--- src/rtl/proc72_pkg.sv ---
// proc72_pkg: shared constants for the 72-bit processor.
// Holds the instruction field layout, default bus widths and the fetch
// queue state encoding.
package proc72_pkg;

  localparam int P72_DATA_W = 72;
  localparam int P72_ADDR_W = 72;

  localparam int OPCODE_MSB = 71;
  localparam int OPCODE_LSB = 68;
  localparam int RS1_MSB    = 67;
  localparam int RS1_LSB    = 62;
  localparam int RS2_MSB    = 61;
  localparam int RS2_LSB    = 56;
  localparam int RD_MSB     = 55;
  localparam int RD_LSB     = 50;
  localparam int IMM_MSB    = 49;
  localparam int IMM_LSB    = 0;
  localparam int JADDR_MSB  = 54;
  localparam int JADDR_LSB  = 0;

  typedef enum logic [1:0] {
    IFQ_IDLE = 2'd0,
    IFQ_REQ  = 2'd1,
    IFQ_DROP = 2'd2
  } ifq_state_e;

endpackage

--- src/rtl/instr_fetch_queue_if.sv ---
// instr_fetch_queue_if: redirect, instruction memory and decode-side
// signals of the fetch queue. The master modport is the fetch queue
// itself; the slave modport is its surroundings.
// Optional IFQ_STATS_EN adds the stat_fetched/stat_dropped counters.
interface instr_fetch_queue_if
  import proc72_pkg::*;
#(
  parameter int DATA_W = P72_DATA_W,
  parameter int ADDR_W = P72_ADDR_W,
  parameter int DEPTH  = 4
);
  localparam int CNT_W = $clog2(DEPTH) + 1;

  logic              redirect_en;
  logic [ADDR_W-1:0] redirect_addr;
  logic              imem_req;
  logic [ADDR_W-1:0] imem_addr;
  logic              imem_ack;
  logic [DATA_W-1:0] imem_rdata;
  logic              instr_valid;
  logic              instr_ready;
  logic [DATA_W-1:0] instr_data;
  logic [ADDR_W-1:0] instr_pc;
  logic [CNT_W-1:0]  count;
`ifdef IFQ_STATS_EN
  logic [31:0]       stat_fetched;
  logic [31:0]       stat_dropped;
`endif

  modport master (
    input  redirect_en, redirect_addr, imem_ack, imem_rdata, instr_ready,
`ifdef IFQ_STATS_EN
    output stat_fetched, stat_dropped,
`endif
    output imem_req, imem_addr, instr_valid, instr_data, instr_pc, count
  );

  modport slave (
    output redirect_en, redirect_addr, imem_ack, imem_rdata, instr_ready,
`ifdef IFQ_STATS_EN
    input  stat_fetched, stat_dropped,
`endif
    input  imem_req, imem_addr, instr_valid, instr_data, instr_pc, count
  );

endinterface

--- src/rtl/ifq_fifo.sv ---
// ifq_fifo: DEPTH-entry synchronous FIFO holding {instruction, pc} words.
// Flush empties it in one cycle; pushes when full and pops when empty are
// ignored. The head is forced to zero while empty.
module ifq_fifo #(
  parameter int WIDTH = 144,
  parameter int DEPTH = 4
) (
  input  logic                     clk,
  input  logic                     rst,
  input  logic                     push_i,
  input  logic                     pop_i,
  input  logic                     flush_i,
  input  logic [WIDTH-1:0]         wdata_i,
  output logic [WIDTH-1:0]         rdata_o,
  output logic [$clog2(DEPTH):0]   count_o
);
  localparam int PTR_W = $clog2(DEPTH);
  localparam int CNT_W = PTR_W + 1;

  logic [WIDTH-1:0] mem_q [DEPTH];
  logic [PTR_W-1:0] wrPtr_q, rdPtr_q;
  logic [CNT_W-1:0] count_q;
  logic             empty, full, pushOk, popOk;

  assign empty  = (count_q == '0);
  assign full   = (count_q == CNT_W'(DEPTH));
  assign pushOk = push_i & ~full & ~flush_i;
  assign popOk  = pop_i & ~empty & ~flush_i;

  // Storage array: written only by an accepted push, no reset needed.
  always_ff @(posedge clk) begin
    if (pushOk) mem_q[wrPtr_q] <= wdata_i;
  end

  // Pointers and occupancy; pointers wrap naturally since DEPTH is a power of two.
  always_ff @(posedge clk or negedge rst) begin
    if (!rst) begin
      wrPtr_q <= '0;
      rdPtr_q <= '0;
      count_q <= '0;
    end else if (flush_i) begin
      wrPtr_q <= '0;
      rdPtr_q <= '0;
      count_q <= '0;
    end else begin
      if (pushOk) wrPtr_q <= wrPtr_q + PTR_W'(1);
      if (popOk)  rdPtr_q <= rdPtr_q + PTR_W'(1);
      count_q <= count_q + CNT_W'(pushOk) - CNT_W'(popOk);
    end
  end

  assign rdata_o = empty ? '0 : mem_q[rdPtr_q];
  assign count_o = count_q;

endmodule

--- src/rtl/instr_fetch_queue.sv ---
// instr_fetch_queue: owns the fetch PC, issues one-at-a-time requests to
// instruction memory and buffers returned words with their PC for decode.
// A redirect flushes the buffer; an in-flight request is drained and its
// data discarded. Optional IFQ_STATS_EN adds fetched/dropped counters.
module instr_fetch_queue
  import proc72_pkg::*;
#(
  parameter int                DATA_W   = P72_DATA_W,
  parameter int                ADDR_W   = P72_ADDR_W,
  parameter int                DEPTH    = 4,
  parameter logic [ADDR_W-1:0] RESET_PC = '0
) (
  input logic                 clk,
  input logic                 rst,
  instr_fetch_queue_if.master bus
);
  localparam int               CNT_W  = $clog2(DEPTH) + 1;
  localparam logic [CNT_W-1:0] FULL_C = CNT_W'(DEPTH);
  localparam logic [CNT_W-1:0] ONE_C  = CNT_W'(1);

  ifq_state_e               state_q, state_d;
  logic [ADDR_W-1:0]        fetchPc_q, fetchPc_d;
  logic [ADDR_W-1:0]        dropAddr_q, dropAddr_d;
  logic [CNT_W-1:0]         count, countAfterPop;
  logic                     reqActive, ackFire, popFire, pushEn;
  logic [DATA_W+ADDR_W-1:0] headWord;

  assign reqActive     = (state_q != IFQ_IDLE);
  assign ackFire       = bus.imem_ack & reqActive;
  assign popFire       = (count != '0) & bus.instr_ready;
  assign countAfterPop = count - CNT_W'(popFire);

  // State register.
  always_ff @(posedge clk or negedge rst) begin
    if (!rst) state_q <= IFQ_IDLE;
    else      state_q <= state_d;
  end

  // Fetch PC and the address of a request being drained after a redirect.
  always_ff @(posedge clk or negedge rst) begin
    if (!rst) begin
      fetchPc_q  <= RESET_PC;
      dropAddr_q <= RESET_PC;
    end else begin
      fetchPc_q  <= fetchPc_d;
      dropAddr_q <= dropAddr_d;
    end
  end

  // Next state: redirect wins over push; keep requesting only while a slot stays free.
  always_comb begin
    state_d    = state_q;
    fetchPc_d  = fetchPc_q;
    dropAddr_d = dropAddr_q;
    pushEn     = 1'b0;
    if (bus.redirect_en) fetchPc_d = bus.redirect_addr;
    case (state_q)
      IFQ_IDLE: begin
        if (!bus.redirect_en && (count < FULL_C)) state_d = IFQ_REQ;
      end
      IFQ_REQ: begin
        if (bus.redirect_en) begin
          if (ackFire) begin
            state_d = IFQ_IDLE;
          end else begin
            state_d    = IFQ_DROP;
            dropAddr_d = fetchPc_q;
          end
        end else if (ackFire) begin
          pushEn    = 1'b1;
          fetchPc_d = fetchPc_q + ADDR_W'(1);
          state_d   = ((countAfterPop + ONE_C) < FULL_C) ? IFQ_REQ : IFQ_IDLE;
        end
      end
      IFQ_DROP: begin
        if (ackFire) begin
          state_d = (!bus.redirect_en && (countAfterPop < FULL_C)) ? IFQ_REQ : IFQ_IDLE;
        end
      end
      default: state_d = IFQ_IDLE;
    endcase
  end

  // Memory request outputs: a drained request keeps its original address.
  always_comb begin
    bus.imem_req  = reqActive;
    bus.imem_addr = (state_q == IFQ_DROP) ? dropAddr_q : fetchPc_q;
  end

  ifq_fifo #(
    .WIDTH (DATA_W + ADDR_W),
    .DEPTH (DEPTH)
  ) u_fifo (
    .clk     (clk),
    .rst     (rst),
    .push_i  (pushEn),
    .pop_i   (popFire),
    .flush_i (bus.redirect_en),
    .wdata_i ({bus.imem_rdata, fetchPc_q}),
    .rdata_o (headWord),
    .count_o (count)
  );

  assign bus.instr_valid = (count != '0);
  assign bus.instr_data  = headWord[DATA_W+ADDR_W-1:ADDR_W];
  assign bus.instr_pc    = headWord[ADDR_W-1:0];
  assign bus.count       = count;

`ifdef IFQ_STATS_EN
  logic [31:0]      statFetched_q, statDropped_q;
  logic [CNT_W-1:0] flushed;
  logic             dropAck;
  logic [32:0]      dropSum;

  assign dropAck = ackFire & ((state_q == IFQ_DROP) | ((state_q == IFQ_REQ) & bus.redirect_en));
  assign flushed = bus.redirect_en ? countAfterPop : '0;
  assign dropSum = {1'b0, statDropped_q} + 33'(flushed) + 33'(dropAck);

  // Saturating event counters for pushed and discarded instructions.
  always_ff @(posedge clk or negedge rst) begin
    if (!rst) begin
      statFetched_q <= '0;
      statDropped_q <= '0;
    end else begin
      if (pushEn && (statFetched_q != '1)) statFetched_q <= statFetched_q + 32'd1;
      statDropped_q <= dropSum[32] ? '1 : dropSum[31:0];
    end
  end

  assign bus.stat_fetched = statFetched_q;
  assign bus.stat_dropped = statDropped_q;
`endif

endmodule

--- src/flat_wrapper.sv ---
// flat-port wrapper written by rule: the top's interface ports become plain ports
module instr_fetch_queue_flat import proc72_pkg::*;
#(
  parameter int                DATA_W   = P72_DATA_W,
  parameter int                ADDR_W   = P72_ADDR_W,
  parameter int                DEPTH    = 4,
  parameter logic [ADDR_W-1:0] RESET_PC = '0
)
  (clk, rst, bus_redirect_en, bus_redirect_addr, bus_imem_ack, bus_imem_rdata, bus_instr_ready, bus_imem_req, bus_imem_addr, bus_instr_valid, bus_instr_data, bus_instr_pc, bus_count);
  instr_fetch_queue_if #(.DATA_W(DATA_W), .ADDR_W(ADDR_W), .DEPTH(DEPTH)) bus_i ();
  input logic clk;
  input logic rst;
  input wire logic [$bits(bus_i.redirect_en)-1:0] bus_redirect_en;
  input wire logic [$bits(bus_i.redirect_addr)-1:0] bus_redirect_addr;
  input wire logic [$bits(bus_i.imem_ack)-1:0] bus_imem_ack;
  input wire logic [$bits(bus_i.imem_rdata)-1:0] bus_imem_rdata;
  input wire logic [$bits(bus_i.instr_ready)-1:0] bus_instr_ready;
  output wire logic [$bits(bus_i.imem_req)-1:0] bus_imem_req;
  output wire logic [$bits(bus_i.imem_addr)-1:0] bus_imem_addr;
  output wire logic [$bits(bus_i.instr_valid)-1:0] bus_instr_valid;
  output wire logic [$bits(bus_i.instr_data)-1:0] bus_instr_data;
  output wire logic [$bits(bus_i.instr_pc)-1:0] bus_instr_pc;
  output wire logic [$bits(bus_i.count)-1:0] bus_count;
  assign bus_i.redirect_en = bus_redirect_en;
  assign bus_i.redirect_addr = bus_redirect_addr;
  assign bus_i.imem_ack = bus_imem_ack;
  assign bus_i.imem_rdata = bus_imem_rdata;
  assign bus_i.instr_ready = bus_instr_ready;
  assign bus_imem_req = bus_i.imem_req;
  assign bus_imem_addr = bus_i.imem_addr;
  assign bus_instr_valid = bus_i.instr_valid;
  assign bus_instr_data = bus_i.instr_data;
  assign bus_instr_pc = bus_i.instr_pc;
  assign bus_count = bus_i.count;
  instr_fetch_queue #(.DATA_W(DATA_W), .ADDR_W(ADDR_W), .DEPTH(DEPTH), .RESET_PC(RESET_PC)) u_core (.clk(clk), .rst(rst), .bus(bus_i));
endmodule
--- config.mk ---
export PLATFORM = sky130hd
export DESIGN_NAME = instr_fetch_queue_flat
export DESIGN_NICKNAME = d
export VERILOG_FILES = /design/src/rtl/proc72_pkg.sv /design/src/rtl/instr_fetch_queue_if.sv /design/src/rtl/ifq_fifo.sv /design/src/rtl/instr_fetch_queue.sv /design/src/flat_wrapper.sv
export SDC_FILE = /design/constraint.sdc
export NUM_CORES = 1
export LEC_CHECK = 0
export CAP_MARGIN = 10
export CORE_UTILIZATION = 55
export DETAILED_ROUTE_END_ITERATION = 8
export PLACE_DENSITY = 0.88
export SYNTH_ARGS = -nofsm -noshare
export SYNTH_HDL_FRONTEND = slang
export SYNTH_SLANG_ARGS = --single-unit
--- constraint.sdc ---
create_clock -name clk -period 5.9 [get_ports clk]
set_clock_uncertainty 0.15 [all_clocks]
set_input_delay 1.18 -clock clk [delete_from_list [all_inputs] [get_ports clk]]
set_output_delay 1.18 -clock clk [all_outputs]
set_load 0.1 [all_outputs]
== After elaboration in Yosys (flattened, before gate mapping) ==
Memory sizes are Yosys's and may differ from the RTL's.
Index checks and enable logic that the tools add are counted.
Word-level totals
  register bits: 153
  memory bits (writable): 576
  output and inout port bits: 221
  memories kept: 1
Memories
  u_core.u_fifo.mem_q: words 4, width 144, rd ports 1, clocked after Yosys merged registers in 0, wr ports 1, RTL line ifq_fifo.sv:20  | logic [WIDTH-1:0] mem_q [DEPTH];
Cells by class
  add/subtract/negate cells: 7
  order comparisons: 3
  equality and inequality tests: 6
  multiplexer cells: 24
  bitwise operators: 10
  reduce and logical (&&, ||, !) cells: 11
Operators with widths (count)
  72-bit 2-to-1 mux: 5
  144-bit 2-to-1 mux: 1
  72-bit by 1-bit adder with 72-bit output (second input constant): 1
  2-bit 2-to-1 mux: 9
  3-bit < comparator (second input constant): 3
  1-bit 2-to-1 mux: 7
  1-bit bitwise AND: 6
  2-bit one-hot mux with 3 select lines: 1
  3-bit AND reduction: 2
  2-bit nonzero test: 3
  3-bit by 1-bit subtractor with 3-bit output: 2
  2-bit by 1-bit adder with 2-bit output (second input constant): 2
  2-bit by 1-bit inequality test with 1-bit output (second input constant): 2
  1-bit NOT: 4
  3-bit by 1-bit adder with 3-bit output: 1
  3-bit by 1-bit adder with 3-bit output (second input constant): 1
  3-bit equality test (second input constant): 1
  3-bit logical NOT: 1
  3-bit 2-to-1 mux: 1
  3-bit by 2-bit inequality test with 1-bit output (second input constant): 1
  3-bit nonzero test: 1
  2-bit by 1-bit equality test with 1-bit output (second input constant): 1
  2-bit equality test (second input constant): 1
  1-bit logical AND: 2
  2 further kinds: 2

== Logic depth before layout (Yosys ltp) ==
  depth in word-level cells: 10
  mapped depth: 11
  mapped depth without buffers: 10

== By module ==
From an unflattened synthesis, not the netlist that was laid out.
Unflattened totals
  cells, all modules: 1773
  area, all modules: 30407.9 um^2
By module, submodules not included
  ifq_fifo: times used 1, cells each 961, area each 22215.1 um^2, seq. area each 17471.8 um^2
  instr_fetch_queue: times used 1, cells each 812, area each 8192.9 um^2, seq. area each 3653.5 um^2

== Worst setup path after synthesis ==
Ideal clock, no wire load.
  kind: input -> register
  start point: in bus_imem_ack
  end point: mem u_core.u_fifo.mem_q[1][0], enable pin
  arrival: 5.313 ns
  data required time: 5.229 ns
  slack: -0.084 ns
  cell stages on the path: 3
  path buffers: 0
  path through: nand3b_4 a311oi_1 and2_1
Between the ends
  word-level cells in the longest chain between the ends: 8
RTL lines
  start: declaration: RTL line flat_wrapper.sv:15  | input wire logic [$bits(bus_i.imem_ack)-1:0] bus_imem_ack;
  1-bit bitwise AND: RTL line instr_fetch_queue.sv:29  | assign ackFire = bus.imem_ack & reqActive;
  1-bit 2-to-1 mux: RTL line instr_fetch_queue.sv:69  | end else if (ackFire) begin
  1-bit 2-to-1 mux: RTL line instr_fetch_queue.sv:62  | if (bus.redirect_en) begin
  1-bit 2-to-1 mux: RTL line instr_fetch_queue.sv:57  | case (state_q)
  1-bit bitwise AND (2 in series): RTL line ifq_fifo.sv:27  | assign pushOk = push_i & ~full & ~flush_i;
  1-bit 2-to-1 mux: RTL line ifq_fifo.sv:32  | if (pushOk) mem_q[wrPtr_q] <= wdata_i;
  1-bit 2-to-1 mux (implied by the code): RTL line ifq_fifo.sv:32
  end: declaration: RTL line ifq_fifo.sv:20
No other way between the ends.

== Final worst setup path ==
  start point: reg u_core.u_fifo.count_q[1] (netlist: u_core.u_fifo.count_o[1])
  end point: out bus_instr_pc[0]
Between the ends
  word-level cells in the longest chain between the ends: 2
RTL lines
  start: declaration: RTL line ifq_fifo.sv:22  | logic [CNT_W-1:0] count_q;
  start signal: assignment: RTL line ifq_fifo.sv:48  | count_q <= count_q + CNT_W'(pushOk) - CNT_W'(popOk);
  3-bit logical NOT: RTL line ifq_fifo.sv:25  | assign empty = (count_q == '0);
  144-bit 2-to-1 mux: RTL line ifq_fifo.sv:52  | assign rdata_o = empty ? '0 : mem_q[rdPtr_q];
  end: declaration: RTL line flat_wrapper.sv:22  | output wire logic [$bits(bus_i.instr_pc)-1:0] bus_instr_pc;
No other way between the ends.

==> impl_metrics.tcl <==
set metrics [dict create \
    avgSynthCellArea_um2 17.7 \
    synth-simple-area-share 0.0726 \
    power_per_cell_area_mw_per_mm2 537 \
    cp_top_family "buffers and inverters" \
    start_util 0.556 \
    gr-usage-all-layers 0.260 \
    fin_nets 2236 \
    setup_tns_ns 0 \
    fin_crit_sh 0.865 \
    yosysWarningCount 0 \
    hold_viol 0 \
    final_common_cell "edfxtp_1" \
    port-buffer-count 369 \
    netlist.area_leader.share 0.580 \
    synthMuxAreaShare 0.165 \
    rows 85 \
    ys.flop_type "edfxtp_1" \
    drt-initial-drc-count 1828 \
    post-route-util 0.686 \
    met3_usage 0.0524 \
    ys_top_cells_by_area "edfxtp_1 (58%), dfrtp_1 (13%), mux4_2 (11%)" \
    setup_viol 0 \
    dpl.hpwl_um 44300 \
    max_stage_delay_ns 1.15 \
    critPathRequiredTime_ns 4.57 \
    ios 370 \
    wire_per_inst_um 25.0 \
    grt_antenna_before_repair 2 \
    cts_sinks 729 \
    drv_slew 0 \
    synth_top_family_by_area "multiplexers" \
    cpMaxStageDelayCell "clkdlybuf4s50_1" \
    routabilityCongestion 0.842 \
    yosysTopAreaCell "edfxtp_1" \
    grt_setup_unrepaired "no" \
    worst-setup-path-type "reg -> out" \
    drt_pass1_iterations 5 \
    use_met2 0.421 \
    mostFrequentLayoutCells "edfxtp_1 (576), clkdlybuf4s50_1 (367), dfrtp_1 (151)" \
    die-area_mm2 0.0552 \
    holdBufCountCts 0 \
    die_x_um 235 \
    yosysUniqueCellTypes 46 \
    p_leak_nw 12.4 \
    syn_inst 1686 \
    maxSlewHeadroom 0.225 \
    drc 0 \
    critPathMaxFanout 101 \
    syn-cell-area_mm2 0.0298 \
    cts_root_buf "clkbuf_16" \
    grt_pass1_vias 17700 \
    gr-max-usage-layer "met2" \
    hold_class "reg -> reg" \
    cts_tree "built" \
    maxClockFrequency_mhz 196 \
    grt_max_degree 102 \
    status "finished, final reports clean" \
    use_met1 0.354 \
    numCtsBuffers 72 \
    synth-edff-count 576 \
    min_period_ns 5.10 \
    startpoint_type "flop" \
    tightest_slew_ns 1.16 \
    post_cts.repair.setup_buffers 0 \
    cap_viol_max_count 0 \
    worst-path-buf-inv 2 \
    insertion_delay_ns 0.61 \
    path_clk_slew_ns 0.06 \
    synthAdderAreaFrac 0.00444 \
    syn_nets 1845 \
    endpoint_kind "output pin" \
    cts_resized 0 \
    die_y_um 235 \
    num_vias 17100 \
    synth_compound_area_frac 0.0154 \
    grt_pass1_wl_um 108000 \
    synthArstFlopShare 0.210 \
    worstPathArrival_ns 3.77 \
    cts_max_level 3 \
    synth_seq_cells 729 \
    peakVddDrop_uv 414 \
    antenna_left 0 \
    seq_area_frac_synth 0.708 \
    whs_ns 0.352 \
    synth-xor-area-share 0.0208 \
    drive_gt1_frac 0.211 \
    gr-total-overflow 0 \
    cts_buffer_depth 3 \
    path_cells "or3_4 > buf_4 > and2_1 > clkdlybuf4s50_1" \
    design.core.area_mm2 0.0537 \
    areaGrowthSynthToFinish_pct 23.5 \
    vias_per_cell 6.06 \
    routed_wl_um 70800 \
]
-- synth_stat cells (2+ instances only) --
cell,count
nand3_1,34
nor3_1,16
dfrtp_1,153
or3_1,3
mux4_2,144
edfxtp_1,576
o21ai_1,3
and3_1,8
nor3b_1,2
buf_1,16
o32ai_1,2
mux2i_1,2
clkbuf_1,51
buf_4,2
nor2b_1,2
nand4_1,18
a311oi_1,2
a21oi_1,5
or2_2,2
mux2_2,147
nand2_1,88
nand4_2,2
o21ai_0,61
buf_2,15
and2_1,152
nor2_1,38
nor4_1,16
xnor2_1,35
ha_1,9
and4_1,3
nor3_2,5
xor2_1,36
inv_1,21
a31oi_1,5
-- per-layer routing --
layer	wire length (um)	share of wire
met1	27900	0.39
met3	5920	0.084
met2	35000	0.49
met4	2040	0.029
met5	13	0.00018
-- through the flow --
stage	power (W)	cells	instance area (um2)	worst slack, ns
2_1_floorplan	0.0132	1686	29800	1.22
3_3_place_gp	0.0152	2699	34500	1.40
3_5_place_dp	0.0154	2699	34500	1.22
4_1_cts	0.0199	2830	36800	0.731
5_1_grt	0.0204	2831	36900	0.581
6_report	0.0198	2831	36900	0.798
-- worst paths after layout --
kind                       cells past startpoint                       end  slack, ns                      from
max                                            4           bus_instr_pc[0]       0.80  u_core.u_fifo.count_o[1]
min                                            1     u_core.dropAddr_q[17]       0.35     u_core.dropAddr_q[17]
max reg2reg                                    7      u_core.fetchPc_q[56]       2.32       u_core.fetchPc_q[0]
min reg2reg                                    1     u_core.dropAddr_q[17]       0.35     u_core.dropAddr_q[17]
max in group asynchronous                      2  u_core.u_fifo.rdPtr_q[1]       3.99                       rst
min in group asynchronous                      1     u_core.dropAddr_q[27]       0.36                       rst
-- report_power, final --
part	total, W	internal (W)	switching (W)
combinational	0.00876	0.00245	0.00631
clock	0.00453	0.00265	0.00187
sequential	0.00650	0.00607	0.000424
total	0.0198	0.0112	0.00860
-- sequential cells by signal, summed over array words and instances (netlist names) --
register               cells
u_core.u_fifo.count_o      3
u_core.dropAddr_q         72
u_core.u_fifo.rdPtr_q      2
u_core.u_fifo.wrPtr_q      2
u_core.state_q             2
u_core.fetchPc_q          72
u_core.u_fifo.mem_q      576
-- layout make-up --
| class | count | area, um2 |
|---|---|---|
| flip-flops and latches | 729 | 21100 |
| inverters | 21 | 78.8 |
| well taps | 696 | 871 |
| diodes | 1 | 2.50 |
| multi-input cells | 852 | 8330 |
| clock buffers | 105 | 2100 |
| fillers | 3222 | 16900 |
| repair buffers | 401 | 4080 |
| clock inverters | 26 | 248 |
-- logic make-up (layout without fill, tap and decap cells) --
family,after synthesis,after routing
flip-flops,729,729
multiplexers,293,293
AND/OR/NAND/NOR,394,394
buffers and inverters,105,553
AO/OA/AOI/OAI,84,84
other,0,1
adder cells (fa/ha/maj),10,10
XOR/XNOR,71,71
No activity file was read; power rests on OpenSTA's default activity.
==> RTL change 1: new RTL, same settings <==
`DEPTH` is set to 4 in 4 places; all go to 2.
--- a/src/rtl/instr_fetch_queue_if.sv
+++ b/src/rtl/instr_fetch_queue_if.sv
@@ -7,7 +7,7 @@
 #(
   parameter int DATA_W = P72_DATA_W,
   parameter int ADDR_W = P72_ADDR_W,
-  parameter int DEPTH  = 4
+  parameter int DEPTH  = 2
 );
   localparam int CNT_W = $clog2(DEPTH) + 1;
 
--- a/src/rtl/ifq_fifo.sv
+++ b/src/rtl/ifq_fifo.sv
@@ -3,7 +3,7 @@
 // ignored. The head is forced to zero while empty.
 module ifq_fifo #(
   parameter int WIDTH = 144,
-  parameter int DEPTH = 4
+  parameter int DEPTH = 2
 ) (
   input  logic                     clk,
   input  logic                     rst,
--- a/src/rtl/instr_fetch_queue.sv
+++ b/src/rtl/instr_fetch_queue.sv
@@ -7,7 +7,7 @@
 #(
   parameter int                DATA_W   = P72_DATA_W,
   parameter int                ADDR_W   = P72_ADDR_W,
-  parameter int                DEPTH    = 4,
+  parameter int                DEPTH    = 2,
   parameter logic [ADDR_W-1:0] RESET_PC = '0
 ) (
   input logic                 clk,
--- a/src/flat_wrapper.sv
+++ b/src/flat_wrapper.sv
@@ -3,7 +3,7 @@
 #(
   parameter int                DATA_W   = P72_DATA_W,
   parameter int                ADDR_W   = P72_ADDR_W,
-  parameter int                DEPTH    = 4,
+  parameter int                DEPTH    = 2,
   parameter logic [ADDR_W-1:0] RESET_PC = '0
 )
   (clk, rst, bus_redirect_en, bus_redirect_addr, bus_imem_ack, bus_imem_rdata, bus_instr_ready, bus_imem_req, bus_imem_addr, bus_instr_valid, bus_instr_data, bus_instr_pc, bus_count);
Interface: changed (resized bus_count); port bits go from 370 to 369. No check against the original RTL was run, so the function may have changed too.
==> RTL change 1 against the original RTL <==
  * Sequential power decreased by 36%
  * Worst setup slack improved by 0.26 ns
  * Non-clock buffer count decreased by 9
  * Combinational power decreased by 42%
  * Power decreased by 39%
  * Worst hold slack improved by 0.00072 ns
  * Die area decreased by 35%
  * Final area decreased by 32%
  * Area after synthesis decreased by 35%
  * Routed wire length decreased by 25%
  * Sequential cell count decreased by 291
  * Register-to-register slack improved by 0.05 ns
  * Synthesized cell count decreased by 13%
==> RTL change 1: results (changes against the original RTL) <==
| Metric | Value |
|---|---|
| Top post-synthesis cells by area | `edfxtp_1, dfrtp_1, mux2_2` |
| Register area share after synthesis | `64.3% (-6.5 points)` |
| P_comb | `0.00506 W (-42%)` |
| Post-detail-place hpwl | `35,200 um (-21%)` |
| Post-CTS setup buffer count | `0 (unchanged)` |
| Pre-CTS WS | `1.51 ns (+0.298 ns)` |
| Largest net degree at the start of global routing | `84 (-18%)` |
| Share of cells above drive strength 1 | `13.8% (-7.3 points)` |
| Post-Layout Cell Count | `2,306 (-19%)` |
| EDFF count, synth | `288 (-50%)` |
| PwrDens | `485 mW/mm^2 (-9.6%)` |
| Post-Syn Instances | `1,466 (-13%)` |
| Clock share of power | `24.4% (+1.5 points)` |
| Placer Congestion | `0.891 (+5.8%)` |
| Maximum vdd drop | `414 uV (-0.15%)` |
| Largest register FFs | `288 (-50%)` |
| Status | `finished, final reports clean` |
| Post-cts resize count | `0 (unchanged)` |
| Worst hold path type | `flip-flop to flip-flop` |
| H-Tree Depth | `2 (-1)` |
| Worst-path fanout max | `50 (-50%)` |
| Final ANT Viol Nets | `0 (unchanged)` |
| CTS Root Cell | `clkbuf_16` |
| Vias per cell | `6.08 (+0.38%)` |
| FF-to-FF path depth | `6 (-1)` |
| Vias in the first global route | `14.1k (-20%)` |
| Sw frac | `43.1% (-0.37 points)` |
| Top Registers | `u_core.u_fifo.mem_q x288, u_core.dropAddr_q x72, u_core.fetchPc_q x72` |
| Max incr delay on CP | `1.15 ns (about the same)` |
| Syn_nets | `1,619 (-12%)` |
| Slew @ Worst Pin | `1.11 ns (-0.0451 ns)` |
| Nets | `1,966 (-12%)` |
| Top delay family on crit path | `buffers and inverters` |
| Arr. time, crit path | `3.51 ns (-0.26 ns)` |
| Setup violators final | `0 (unchanged)` |
| Initial DRC count | `1,475 (-19%)` |
| Initial antenna violation count | `3 (+1)` |
| Detailed Route WL | `53,200 um (-25%)` |
| Placed cell count | `2,221 (-18%)` |
| Global Route Usage Sum | `29.4% (+3.4 points)` |
| Number of library cell types mapped by synthesis | `61 (+33%)` |
| DR pass1 iterations | `6 (+1)` |
| Clk_lat worst skew | `0.54 ns (-0.07 ns)` |
| Warnings, synthesis | `0 (unchanged)` |
| Worst hold stages | `1 (unchanged)` |
| Leak pwr | `8.58 nW (-31%)` |
| Post-synth ARST share | `34.2% (+13 points)` |
| Post-DP Area | `0.0235 mm^2 (-32%)` |
| Reg clk slew, reported paths | `0.06 ns (about the same)` |
| First-pass GRT wire length | `81,100 um (-25%)` |
| Slowest-stage cell, CP | `clkdlybuf4s50_1` |
| CTS Buf Count | `45 (-38%)` |
| Synth top cells by count | `edfxtp_1, nor2_1, mux2i_1` |
| PortBufs | `368 (-0.27%)` |
| Clk buf depth | `3 (unchanged)` |
[RTL change 1: changes by cell type after synthesis, sizes merged, moves of 12 or more]
cell,unedited run,this run
and2,152,2
clkbuf,51,63
edfxtp,576,288
mux2i,2,152
mux4,144,0
nand2,88,63
nand4,21,39
nor2,38,209
o21ai,64,42
xnor2,35,15
xor2,36,7
[RTL change 1: logic make-up after synthesis]
| logic type | after synthesis | synth area share (%) |
|---|---|---|
| xor gates and xnor gates | 22 | 0.999 |
| and+or+nand+nor | 461 | 11.4 |
| AOI/OAI and AO/OA | 135 | 4.80 |
| buffers and inverters | 117 | 2.37 |
| muxes | 289 | 15.9 |
| adders and majority gates | 4 | 0.260 |
| DFF | 438 | 64.3 |
[RTL change 1: metal layers]
layer	GRT usage [%]	wire, um	vias to the layer above
met4	10.5	1850	4
met1	37.3	20000	6917
met3	7.06	5310	152
met5	0	28	-
met2	49.3	26000	781
li1	-	-	6163
[RTL change 1: cell type report]
class                           instances  area, um^2
Sequential cell                       438       12400
Fill cell                            2185        9520
Tap cell                              455         569
Multi-Input combinational cell        911        6460
Inverter                               25        93.8
Antenna cell                            2        5.00
Clock inverter                         27         319
Timing Repair Buffer                  392        3940
Clock buffer                           56        1240
[RTL change 1: final timing paths]
| check | start | to | slack, ns |
|---|---|---|---|
| max | u_core.u_fifo.rdPtr_q | bus_instr_pc[41] | 1.06 |
| min | u_core.dropAddr_q[21] | u_core.dropAddr_q[21] | 0.35 |
| max reg2reg | u_core.fetchPc_q[1] | u_core.fetchPc_q[46] | 2.37 |
| min reg2reg | u_core.dropAddr_q[21] | u_core.dropAddr_q[21] | 0.35 |
| max in group asynchronous | rst | u_core.u_fifo.rdPtr_q | 3.84 |
| min in group asynchronous | rst | u_core.dropAddr_q[34] | 0.49 |
==> RTL change 2: new RTL, config.mk and constraints unchanged <==
Without the edit above. Re-encode `ifq_state_e` (3 states) as one-hot, 3 bits wide.
--- a/src/rtl/proc72_pkg.sv
+++ b/src/rtl/proc72_pkg.sv
@@ -19,10 +19,10 @@
   localparam int JADDR_MSB  = 54;
   localparam int JADDR_LSB  = 0;
 
-  typedef enum logic [1:0] {
-    IFQ_IDLE = 2'd0,
-    IFQ_REQ  = 2'd1,
-    IFQ_DROP = 2'd2
+  typedef enum logic [2:0] {
+    IFQ_IDLE = 3'b001,
+    IFQ_REQ  = 3'b010,
+    IFQ_DROP = 3'b100
   } ifq_state_e;
 
 endpackage
Formal check against the unedited RTL: no difference found for any inputs over 4 cycles, from zero or initial values and one cycle with rst low; so few cycles prove little.
==> RTL change 2 against the original RTL <==
  * Routed wire length increased by 8.8%
  * Register-to-register slack got worse by 0.04 ns
  * Die area up 1.7%
  * Power decreased by 11%
  * Clock power grew 11%
  * Worst setup slack lost 0.21 ns
  * Sequential power down 3%
  * Count of clock-buffer cells in the layout is 15 lower
  * Area after synthesis increased by 1.7%
  * Sequential cell count rose by 1
  * Final area rose by 2.0%
  * Critical path type unchanged
==> RTL change 2: results (changes against the original RTL) <==
| Metric | Value |
|---|---|
| Number of library cell types mapped by synthesis | `62 (+35%)` |
| XOR/XNOR share of the synthesized area | `1.36% (-0.73 points)` |
| Pre-CTS WS | `1.14 ns (-0.0771 ns)` |
| Top post-synthesis cells by area | `edfxtp_1, dfrtp_1, mux4_2` |
| Arr. time, crit path | `3.98 ns (+0.21 ns)` |
| Worst hold stages | `2 (+1)` |
| Clock buf count | `90 (-14%)` |
| Clk tree area frac | `6.91% (+0.54 points)` |
| Post-synth ARST share | `21.1% (+0.11 points)` |
| Vias in the first global route | `18.7k (+5.2%)` |
| Worst-path fanout max | `54 (-47%)` |
| #FFs+latches synth | `730 (+0.14%)` |
| Post-detail-place hpwl | `48,400 um (+9.3%)` |
| Area used by multi-input combinational logic | `0.00878 mm^2 (+5.4%)` |
| FF-to-FF path depth | `4 (-3)` |
| Hold slack | `0.343 ns (-0.00896 ns)` |
| Synth top cells by count | `edfxtp_1, and2_1, dfrtp_1` |
| Leak pwr | `12.7 nW (+3.0%)` |
| Placer Congestion | `0.923 (+9.6%)` |
| R2r startpoint | `u_core.state_q[2]` |
| Initial antenna violation count | `5 (+3)` |
| Reg2reg setup slack | `2.28 ns (-0.04 ns)` |
| Multi-input gate count | `919 (+7.9%)` |
| Slew headroom | `19.3% (-3.2 points)` |
| NonClk Buf Share | `10.8% (-0.23 points)` |
| Synth Area in Compound Gates | `2.14% (+0.60 points)` |
| Syn_nets | `1,920 (+4.1%)` |
| Worst Hold Launch | `u_core.dropAddr_q[57]` |
| Status | `finished, final reports clean` |
| Register area share after synthesis | `69.7% (-1.1 points)` |
| Routed wire per std cell | `26.6 um (+6.1%)` |
| Filler cell count | `3,305 (+2.6%)` |
| Share of cells above drive strength 1 | `21.8% (+0.63 points)` |
| Adder-Cell Fraction of Synth Area | `0.437% (-0.0075 points)` |
| First-pass GRT wire length | `116,000 um (+7.6%)` |
| Maximum vdd drop | `334 uV (-19%)` |
| Via count | `18.1k (+5.3%)` |
-- RTL change 2: how the worst max path moves through the flow --
| stage | startpoint | endpoint | slack (ns) | cells after the start |
|---|---|---|---|---|
| floorplan | u_core.u_fifo.count_o[2] | bus_instr_data[62] | 1.20 | 4 |
| global placement | u_core.state_q[0] | bus_imem_addr[27] | 1.29 | 4 |
| detailed placement | bus_imem_ack | u_core.u_fifo.mem_q[2][116] | 1.14 | 5 |
| CTS | u_core.state_q[0] | bus_imem_addr[24] | 0.59 | 4 |
| global route | u_core.u_fifo.count_o[2] | bus_instr_data[17] | 0.47 | 4 |
| finish | u_core.state_q[0] | bus_imem_addr[27] | 0.59 | 4 |
-- RTL change 2: metrics by stage --
stage	area [um^2]	std cells	util (%)
floorplan	30400	1761	-
detailed placement	35000	2768	64.6
global placement	35000	2768	64.6
finish	37600	2902	69.4
global route	37600	2902	69.4
CTS	37600	2901	69.4
-- RTL change 2: worst register-to-register path, delay by kind of cell, from the launching register on --
| kind | cells | cell delay, ns |
|---|---|---|
| AND/OR/NAND/NOR | 2 | 1.19 |
| flip-flops | 1 | 0.46 |
| AO/OA/AOI/OAI | 1 | 0.98 |
| buffers and inverters | 1 | 0.47 |
-- RTL change 2: where the power goes --
part	internal, W	total, W	switching (W)
registers	0.00595	0.00632	0.000379
clock network	0.00301	0.00501	0.00201
logic	0.00184	0.00635	0.00450
total	0.0108	0.0177	0.00689
-- RTL change 2: layer usage --
metal	routed length [um]	up-vias	track usage [%]
met1	29600	9242	36.8
met5	47	-	0
li1	-	7615	-
met4	2100	8	9.17
met3	7600	160	7.51
met2	37800	1032	45.0
